### src/rtl/bcd_field_setter_pkg.sv
// ============================================================================
//  Module   : clock_pkg
//  Brief    : Setter state encoding and packed-BCD field helpers.
//  Revision : 1.0
// ============================================================================
`default_nettype none

package clock_pkg;

    localparam int BCD_W = 8;

    typedef enum logic [1:0] {
        ST_IDLE   = 2'd0,
        ST_EDIT   = 2'd1,
        ST_COMMIT = 2'd2
    } setter_state_e;

    function automatic logic bcd_valid(input logic [BCD_W-1:0] v);
        return (v[7:4] <= 4'd9) && (v[3:0] <= 4'd9);
    endfunction

    function automatic logic [BCD_W-1:0] bcd_inc(input logic [BCD_W-1:0] v);
        return (v[3:0] == 4'd9) ? {v[7:4] + 4'd1, 4'd0} : {v[7:4], v[3:0] + 4'd1};
    endfunction

    function automatic logic [BCD_W-1:0] bcd_dec(input logic [BCD_W-1:0] v);
        return (v[3:0] == 4'd0) ? {v[7:4] - 4'd1, 4'd9} : {v[7:4], v[3:0] - 4'd1};
    endfunction

endpackage

`default_nettype wire

### src/rtl/bcd_field_setter_step.sv
// ============================================================================
//  Module   : bcd_field_step
//  Brief    : Combinational +/-1 BCD step with wrap inside [min,max].
//  Revision : 1.0
// ============================================================================
`default_nettype none

module bcd_field_step
    import clock_pkg::*;
(
    input  logic [BCD_W-1:0] val,
    input  logic [BCD_W-1:0] min,
    input  logic [BCD_W-1:0] max,
    input  logic             inc,
    input  logic             dec,
    output logic [BCD_W-1:0] nxt
);

    // Both keys together cancel out; valid BCD orders the same as binary.
    always_comb begin
        nxt = val;
        if (inc && !dec) begin
            nxt = (val >= max) ? min : bcd_inc(val);
        end else if (dec && !inc) begin
            nxt = (val <= min) ? max : bcd_dec(val);
        end
    end

endmodule

`default_nettype wire

### src/rtl/bcd_field_setter.sv
// ============================================================================
//  Module   : bcd_field_setter
//  Brief    : Snapshot / edit / commit FSM for NF packed BCD fields.
//             Key auto-repeat enabled by defining BCD_FIELD_SETTER_REPEAT_EN.
//  Revision : 1.0
// ============================================================================
`default_nettype none

module bcd_field_setter
    import clock_pkg::*;
#(
    parameter int              NF            = 3,
    parameter logic [NF*8-1:0] FIELD_MAX     = {8'h59, 8'h59, 8'h23},
    parameter logic [NF*8-1:0] FIELD_MIN     = {8'h00, 8'h00, 8'h00},
    parameter logic [NF*8-1:0] RESET_VAL     = {8'h00, 8'h12, 8'h16},
    parameter int              TIMEOUT_TICKS = 10,
    parameter logic [23:0]     REPEAT_DLY    = 24'd500_000,
    parameter logic [23:0]     REPEAT_RATE   = 24'd100_000
) (
    input  logic                      clk,
    input  logic                      rst_n,
    input  logic                      set_p,
    input  logic                      sel_p,
    input  logic                      inc_p,
    input  logic                      dec_p,
    input  logic                      inc_hold,
    input  logic                      dec_hold,
    input  logic                      tick_p,
    input  logic [NF*8-1:0]           cur_val,
    output logic                      set_en,
    output logic                      set_load,
    output logic [NF*8-1:0]           set_val,
    output logic [$clog2(NF+1)-1:0]   field_sel,
    output logic                      cancel_p
);

    localparam int FSW = $clog2(NF + 1);
    localparam int TW  = (TIMEOUT_TICKS < 2) ? 1 : $clog2(TIMEOUT_TICKS + 1);
    localparam logic [FSW-1:0] SEL_NONE = FSW'(NF);
    localparam logic [FSW-1:0] SEL_LAST = FSW'(NF - 1);

    setter_state_e   state_q, state_d;
    logic [NF*8-1:0] set_val_q, set_val_d;
    logic [FSW-1:0]  field_sel_q, field_sel_d;
    logic            set_en_q, set_en_d;
    logic            set_load_q, set_load_d;
    logic            cancel_p_q, cancel_p_d;
    logic [TW-1:0]   tmo_q, tmo_d;

    logic [NF*8-1:0] entry_val;
    logic [7:0]      sel_val, sel_min, sel_max, step_val;
    logic            step_inc, step_dec;

    // Snapshot sanitising: any malformed or out-of-range field loads as its MIN.
    for (genvar i = 0; i < NF; i++) begin : g_field
        localparam logic [7:0] MN = FIELD_MIN[8*i +: 8];
        localparam logic [7:0] MX = FIELD_MAX[8*i +: 8];
        logic [7:0] f;
        assign f = cur_val[8*i +: 8];
        assign entry_val[8*i +: 8] = (!bcd_valid(f) || (f < MN) || (f > MX)) ? MN : f;
    end

    always_comb begin
        sel_val = '0;
        sel_min = '0;
        sel_max = '0;
        for (int i = 0; i < NF; i++) begin
            if (field_sel_q == FSW'(i)) begin
                sel_val = set_val_q[8*i +: 8];
                sel_min = FIELD_MIN[8*i +: 8];
                sel_max = FIELD_MAX[8*i +: 8];
            end
        end
    end

    bcd_field_step u_step (
        .val (sel_val),
        .min (sel_min),
        .max (sel_max),
        .inc (step_inc),
        .dec (step_dec),
        .nxt (step_val)
    );

`ifdef BCD_FIELD_SETTER_REPEAT_EN
    logic [23:0] rep_cnt_q, rep_cnt_d;
    logic        rep_armed_q, rep_armed_d;
    logic        rep_step;

    // First step after REPEAT_DLY held cycles, then one per REPEAT_RATE.
    always_comb begin
        rep_cnt_d   = '0;
        rep_armed_d = 1'b0;
        rep_step    = 1'b0;
        if ((state_q == ST_EDIT) && (inc_hold ^ dec_hold) && !sel_p && !set_p) begin
            if ((rep_cnt_q + 24'd1) >= (rep_armed_q ? REPEAT_RATE : REPEAT_DLY)) begin
                rep_step    = 1'b1;
                rep_armed_d = 1'b1;
            end else begin
                rep_cnt_d   = rep_cnt_q + 24'd1;
                rep_armed_d = rep_armed_q;
            end
        end
    end

    always_ff @(posedge clk) begin
        if (!rst_n) begin
            rep_cnt_q   <= '0;
            rep_armed_q <= 1'b0;
        end else begin
            rep_cnt_q   <= rep_cnt_d;
            rep_armed_q <= rep_armed_d;
        end
    end

    assign step_inc = inc_p | (rep_step & inc_hold);
    assign step_dec = dec_p | (rep_step & dec_hold);
`else
    logic unused_ok;
    assign unused_ok = &{1'b0, inc_hold, dec_hold, REPEAT_DLY, REPEAT_RATE};
    assign step_inc  = inc_p;
    assign step_dec  = dec_p;
`endif

    always_comb begin
        state_d     = state_q;
        set_val_d   = set_val_q;
        field_sel_d = field_sel_q;
        set_en_d    = 1'b0;
        set_load_d  = 1'b0;
        cancel_p_d  = 1'b0;
        tmo_d       = tmo_q;
        case (state_q)
            ST_IDLE: begin
                field_sel_d = SEL_NONE;
                tmo_d       = '0;
                if (set_p) begin
                    state_d     = ST_EDIT;
                    set_val_d   = entry_val;
                    field_sel_d = '0;
                    set_en_d    = 1'b1;
                end
            end
            ST_EDIT: begin
                set_en_d = 1'b1;
                if (set_p) begin
                    state_d     = ST_COMMIT;
                    set_load_d  = 1'b1;
                    field_sel_d = SEL_NONE;
                    tmo_d       = '0;
                end else if (sel_p) begin
                    field_sel_d = (field_sel_q == SEL_LAST) ? '0 : field_sel_q + FSW'(1);
                    tmo_d       = '0;
                end else if (step_inc || step_dec) begin
                    for (int i = 0; i < NF; i++) begin
                        if (field_sel_q == FSW'(i)) set_val_d[8*i +: 8] = step_val;
                    end
                    tmo_d = '0;
                end else if (tick_p && (TIMEOUT_TICKS != 0)) begin
                    if (tmo_q == TW'(TIMEOUT_TICKS - 1)) begin
                        state_d     = ST_IDLE;
                        set_en_d    = 1'b0;
                        cancel_p_d  = 1'b1;
                        field_sel_d = SEL_NONE;
                        tmo_d       = '0;
                    end else begin
                        tmo_d = tmo_q + TW'(1);
                    end
                end
            end
            ST_COMMIT: begin
                state_d     = ST_IDLE;
                field_sel_d = SEL_NONE;
                tmo_d       = '0;
            end
            default: begin
                state_d     = ST_IDLE;
                field_sel_d = SEL_NONE;
                tmo_d       = '0;
            end
        endcase
    end

    always_ff @(posedge clk) begin
        if (!rst_n) begin
            state_q     <= ST_IDLE;
            set_val_q   <= RESET_VAL;
            field_sel_q <= SEL_NONE;
            set_en_q    <= 1'b0;
            set_load_q  <= 1'b0;
            cancel_p_q  <= 1'b0;
            tmo_q       <= '0;
        end else begin
            state_q     <= state_d;
            set_val_q   <= set_val_d;
            field_sel_q <= field_sel_d;
            set_en_q    <= set_en_d;
            set_load_q  <= set_load_d;
            cancel_p_q  <= cancel_p_d;
            tmo_q       <= tmo_d;
        end
    end

    assign set_en    = set_en_q;
    assign set_load  = set_load_q;
    assign set_val   = set_val_q;
    assign field_sel = field_sel_q;
    assign cancel_p  = cancel_p_q;

endmodule

`default_nettype wire
### config.mk
export PLATFORM = sky130hd
export DESIGN_NAME = bcd_field_setter
export DESIGN_NICKNAME = d
export VERILOG_FILES = /design/src/rtl/bcd_field_setter_pkg.sv /design/src/rtl/bcd_field_setter_step.sv /design/src/rtl/bcd_field_setter.sv
export SDC_FILE = /design/constraint.sdc
export NUM_CORES = 1
export LEC_CHECK = 0
export CAP_MARGIN = 20
export CORE_AREA = 3 3 75 84
export CTS_CLUSTER_SIZE = 24
export DETAILED_ROUTE_END_ITERATION = 16
export DIE_AREA = 0 0 78 87
export PLACE_DENSITY = 0.78
export REMOVE_ABC_BUFFERS = 1
export SETUP_SLACK_MARGIN = 0.4
export SYNTH_ARGS = -nofsm -noshare
export SYNTH_HDL_FRONTEND = slang
export SYNTH_SLANG_ARGS = --single-unit
### constraint.sdc
create_clock -name clk -period 3.7 [get_ports clk]
set_input_delay 0.74 -clock clk [delete_from_list [all_inputs] [get_ports clk]]
set_output_delay 0.74 -clock clk [all_outputs]
set_load 0.03 [all_outputs]
==> summary by stage <==
Placed design
The placed cell area is 0.00332 mm2. The number of buffers inserted by port buffering is 59. Detailed placement ended at an HPWL of 6440 um. The global placement routability congestion is 0.951.

Layout
The repair_antennas step left the layout with diodes totalling 0. Summing all non-filler instances in the final layout gives an area of 0.00348 mm2. The library cell used most frequently in the layout, excluding fill and tap cells, is clkdlybuf4s50_1.

From synthesis to final layout, the design area changed by 31.5%. The layout cell share with drive strength beyond 1 is between 10% and 20%. The final layout contains 441 nets. The library cells used most frequently in the layout, excluding fill and tap cells, are clkdlybuf4s50_1 (59), a21oi_1 (43), dfxtp_1 (33).

The end-of-flow core utilization is 63.7%.

Global routing
The pin count of the biggest net entering global routing is 20. The global routing usage summed across all routing layers is between 20 and 25%. The number of antenna violations at the first check in global routing is 0. The global-route congestion overflow total is 0. The via count of the first global-routing pass is between 2,000 and 3,000. The first global-routing pass estimated 13,100 um of wire.

Clock tree
The number of clock buffers added by TritonCTS is 5. In this run the deepest clock path goes through 2 buffers. The clock-pin transition on the worst setup and hold timing paths is 0.07 ns. Counting every sink on the clock net gives 35.

The root buffer cell chosen for the clock tree is clkbuf_8. For this design, the CTS-stage hold fixing added 0 buffers. The clock tree synthesis step divided the H-tree into 2 levels. The later pin in the worst-skew pair is clocked with a latency of 0.28 ns. The clock tree from TritonCTS is yes.

Floorplanning
Once the floorplan was initialized, standard cells occupied between 40% and 50% of the core. Measured along the y axis, the die boundary spans 87 um. The overall die area is 0.00679 mm2. After floorplanning, the core was divided into 28 placement rows. The die is 78 um wide. After floorplanning, the core was sized to cover 0.00547 mm2.

In this run the count of I/O pins placed on the die edge is slightly above 60.

Detailed routing
Summing over every cut layer, the via total after detailed routing is 2,928. The number of routed nets with antenna violations is 0. The first routing iteration left 213 violations. In the final routed layout, each cell accounts on average for 17.8 um. The count of TritonRoute iterations in the first routing pass is 5. The wire length on met3 is around 650 um. The wire length on met2 is 4040 um. The met1 wire length is about 3500 um. In the routed layout, each cell is associated on average with a via count of 6.23. The remaining routing DRC violations is 0.

The routed design has 8380 um of wire. The highest metal layer carrying signal wires in the routed design is met4.

Logic synthesis
The number of storage elements in the synthesis netlist is 35. In the synthesized netlist the dominant register cell turns out to be dfxtp_1. The number of library cell types mapped by synthesis is 61. For this run, asynchronously set or reset flops after synthesis account for 0%. The average instance area after synthesis is just under 8 um2. Sequential cells were found to cover a little over a quarter of the synthesized design area. Counting flops with a built-in enable in the synthesized netlist gives 0. During synthesis, Yosys emitted a total of 0 warnings.

The mapped netlist covers approximately 0.0026 mm2. The number of instances in the synthesized netlist is 338.

Critical path
The critical path launch point type is a flip-flop. The critical path goes through inv_1 -> ha_4 -> nand3b_1 -> a22o_2 -> inv_1 -> ha_1 -> nor2b_1 -> or4_4 -> nor3_4 -> o21ai_2 -> a31oi_1. The cell repeated most along the worst path is inv_1. At the worst endpoint, the required time is 3.91 ns. The worst setup path is captured at a flip-flop. The top fanout value on the critical path is 19. The slowest stage of the critical path belongs to the cell or4_4.

The critical path's largest stage delay is 0.56 ns. For the worst setup path, the data arrival time is 3.42 ns. The critical path in this run is classified as flip-flop to flip-flop.

STA
The transition time at the pin with the least slew margin is 0.717 ns. In the final timing run, aggregate negative setup slack is 0 ns. The total of endpoints with negative setup slack in the final report is 0.

The count of final max-slew check failures is 0. Setup repair after global routing left no endpoint under its margin. Timing would allow up to 312 MHz. The final worst clock skew is ~0.004 ns. The number of failing hold endpoints at the final stage is 0. The worst-case headroom to the max-slew limit is 52.2%. The final critical path time including I/O delays and setup is 3.21 ns. Hold is met by 0.503 ns. The share of the clock period used by the worst path after layout is 86.7%.

Pwr
The maximum ir drop on the vdd rail is 279 uV. The overall power consumption is about 1.2 mW. The cell area power density is 339 mW/mm2. The static leakage is around 1.3 nW.

Outcome
The flow ran to the end, and the final reports show no timing, DRC or antenna violations.

Job
The number of violations of the max-capacitance limit is 0.

Min path
The tightest min-delay check is of the flip-flop to flip-flop type.
[registers in the layout, summed over array words and instances, names as in the netlist]
| signal | count |
|---|---|
| set_val | 24 |
| field_sel | 2 |
| set_load | 1 |
| cancel_p | 1 |
| tmo_q | 4 |
| set_en | 1 |
| state_q | 2 |
[final timing paths]
check / start / endpoint / slack, ns / cells past startpoint
max: field_sel[1] / set_val[22] / 0.49 / 11
min: tmo_q[3] / tmo_q[3] / 0.50 / 2
max reg2reg: field_sel[1] / set_val[22] / 0.49 / 11
min reg2reg: tmo_q[3] / tmo_q[3] / 0.50 / 2
[cells by family (layout without fill, tap and decap cells)]
| logic type | after synthesis | in the layout | share of synthesized area [%] |
|---|---|---|---|
| compound gates | 133 | 133 | 34.8 |
| xor+xnor | 3 | 3 | 0.992 |
| flops | 35 | 35 | 26.5 |
| fa+ha+maj | 14 | 14 | 6.61 |
| buf+inv | 40 | 97 | 6.14 |
| simple gates | 109 | 109 | 23.4 |
| mux | 4 | 4 | 1.56 |
[where the power goes]
| part | total (mW) | internal (mW) | switching, mW | leakage, nW |
|---|---|---|---|---|
| Sequential | 0.430 | 0.404 | 0.0260 | 0.287 |
| Combinational | 0.486 | 0.197 | 0.289 | 0.942 |
| Clock | 0.265 | 0.132 | 0.133 | 0.0422 |
| Total | 1.18 | 0.734 | 0.448 | 1.27 |
[cell usage after synthesis (all sizes together) (9+ instances only)]
cell    instances  share of area, %
nand2          22               3.1
nor2           11               1.7
nor2b          10               2.4
inv            18               2.6
a21oi          44               8.3
ha             14               6.6
o21ai          24               4.8
clkbuf         13               1.8
dfxtp          35                26
a31oi          13               3.3
nand3          12               2.3
buf             9               1.7
nand2b         10               2.4
[timing repair]
action,CTS,global route
pin swaps,0,3
endpoints found under the setup margin,17,23
gates resized for setup,2,12
buffers inserted,0,1
[critical path: cells and delay by family, from the launching register on]
family	cells	cell delay (ns)
AOI/OAI and AO/OA	3	0.61
adders and majority gates	2	0.54
buffers and inverters	2	0.35
DFF	1	0.39
and+or+nand+nor	4	1.25
[through the flow]
step	instances	worst slack (ns)
after floorplan	316	0.498
after global placement	461	0.407
after detailed placement	461	0.331
after CTS	469	0.485
after global routing	470	0.390
final	470	0.493
[routing by layer]
layer / GRT usage, % / up-vias
li1: - / 1394
met1: 30.9 / 1345
met2: 40.6 / 163
met3: 4.14 / 26
met4: 8.90 / 0
met5: 0 / -
[cell type report]
type | count | area [um2]
fill | 536 | 1980
multi-input combinational | 263 | 1860
sequential | 35 | 703
timing repair buffer | 71 | 681
tap | 75 | 93.8
clock buffer | 7 | 76.3
inverter | 18 | 67.6
clock inverter | 1 | 5.00
(Power assumes the default switching activity.)
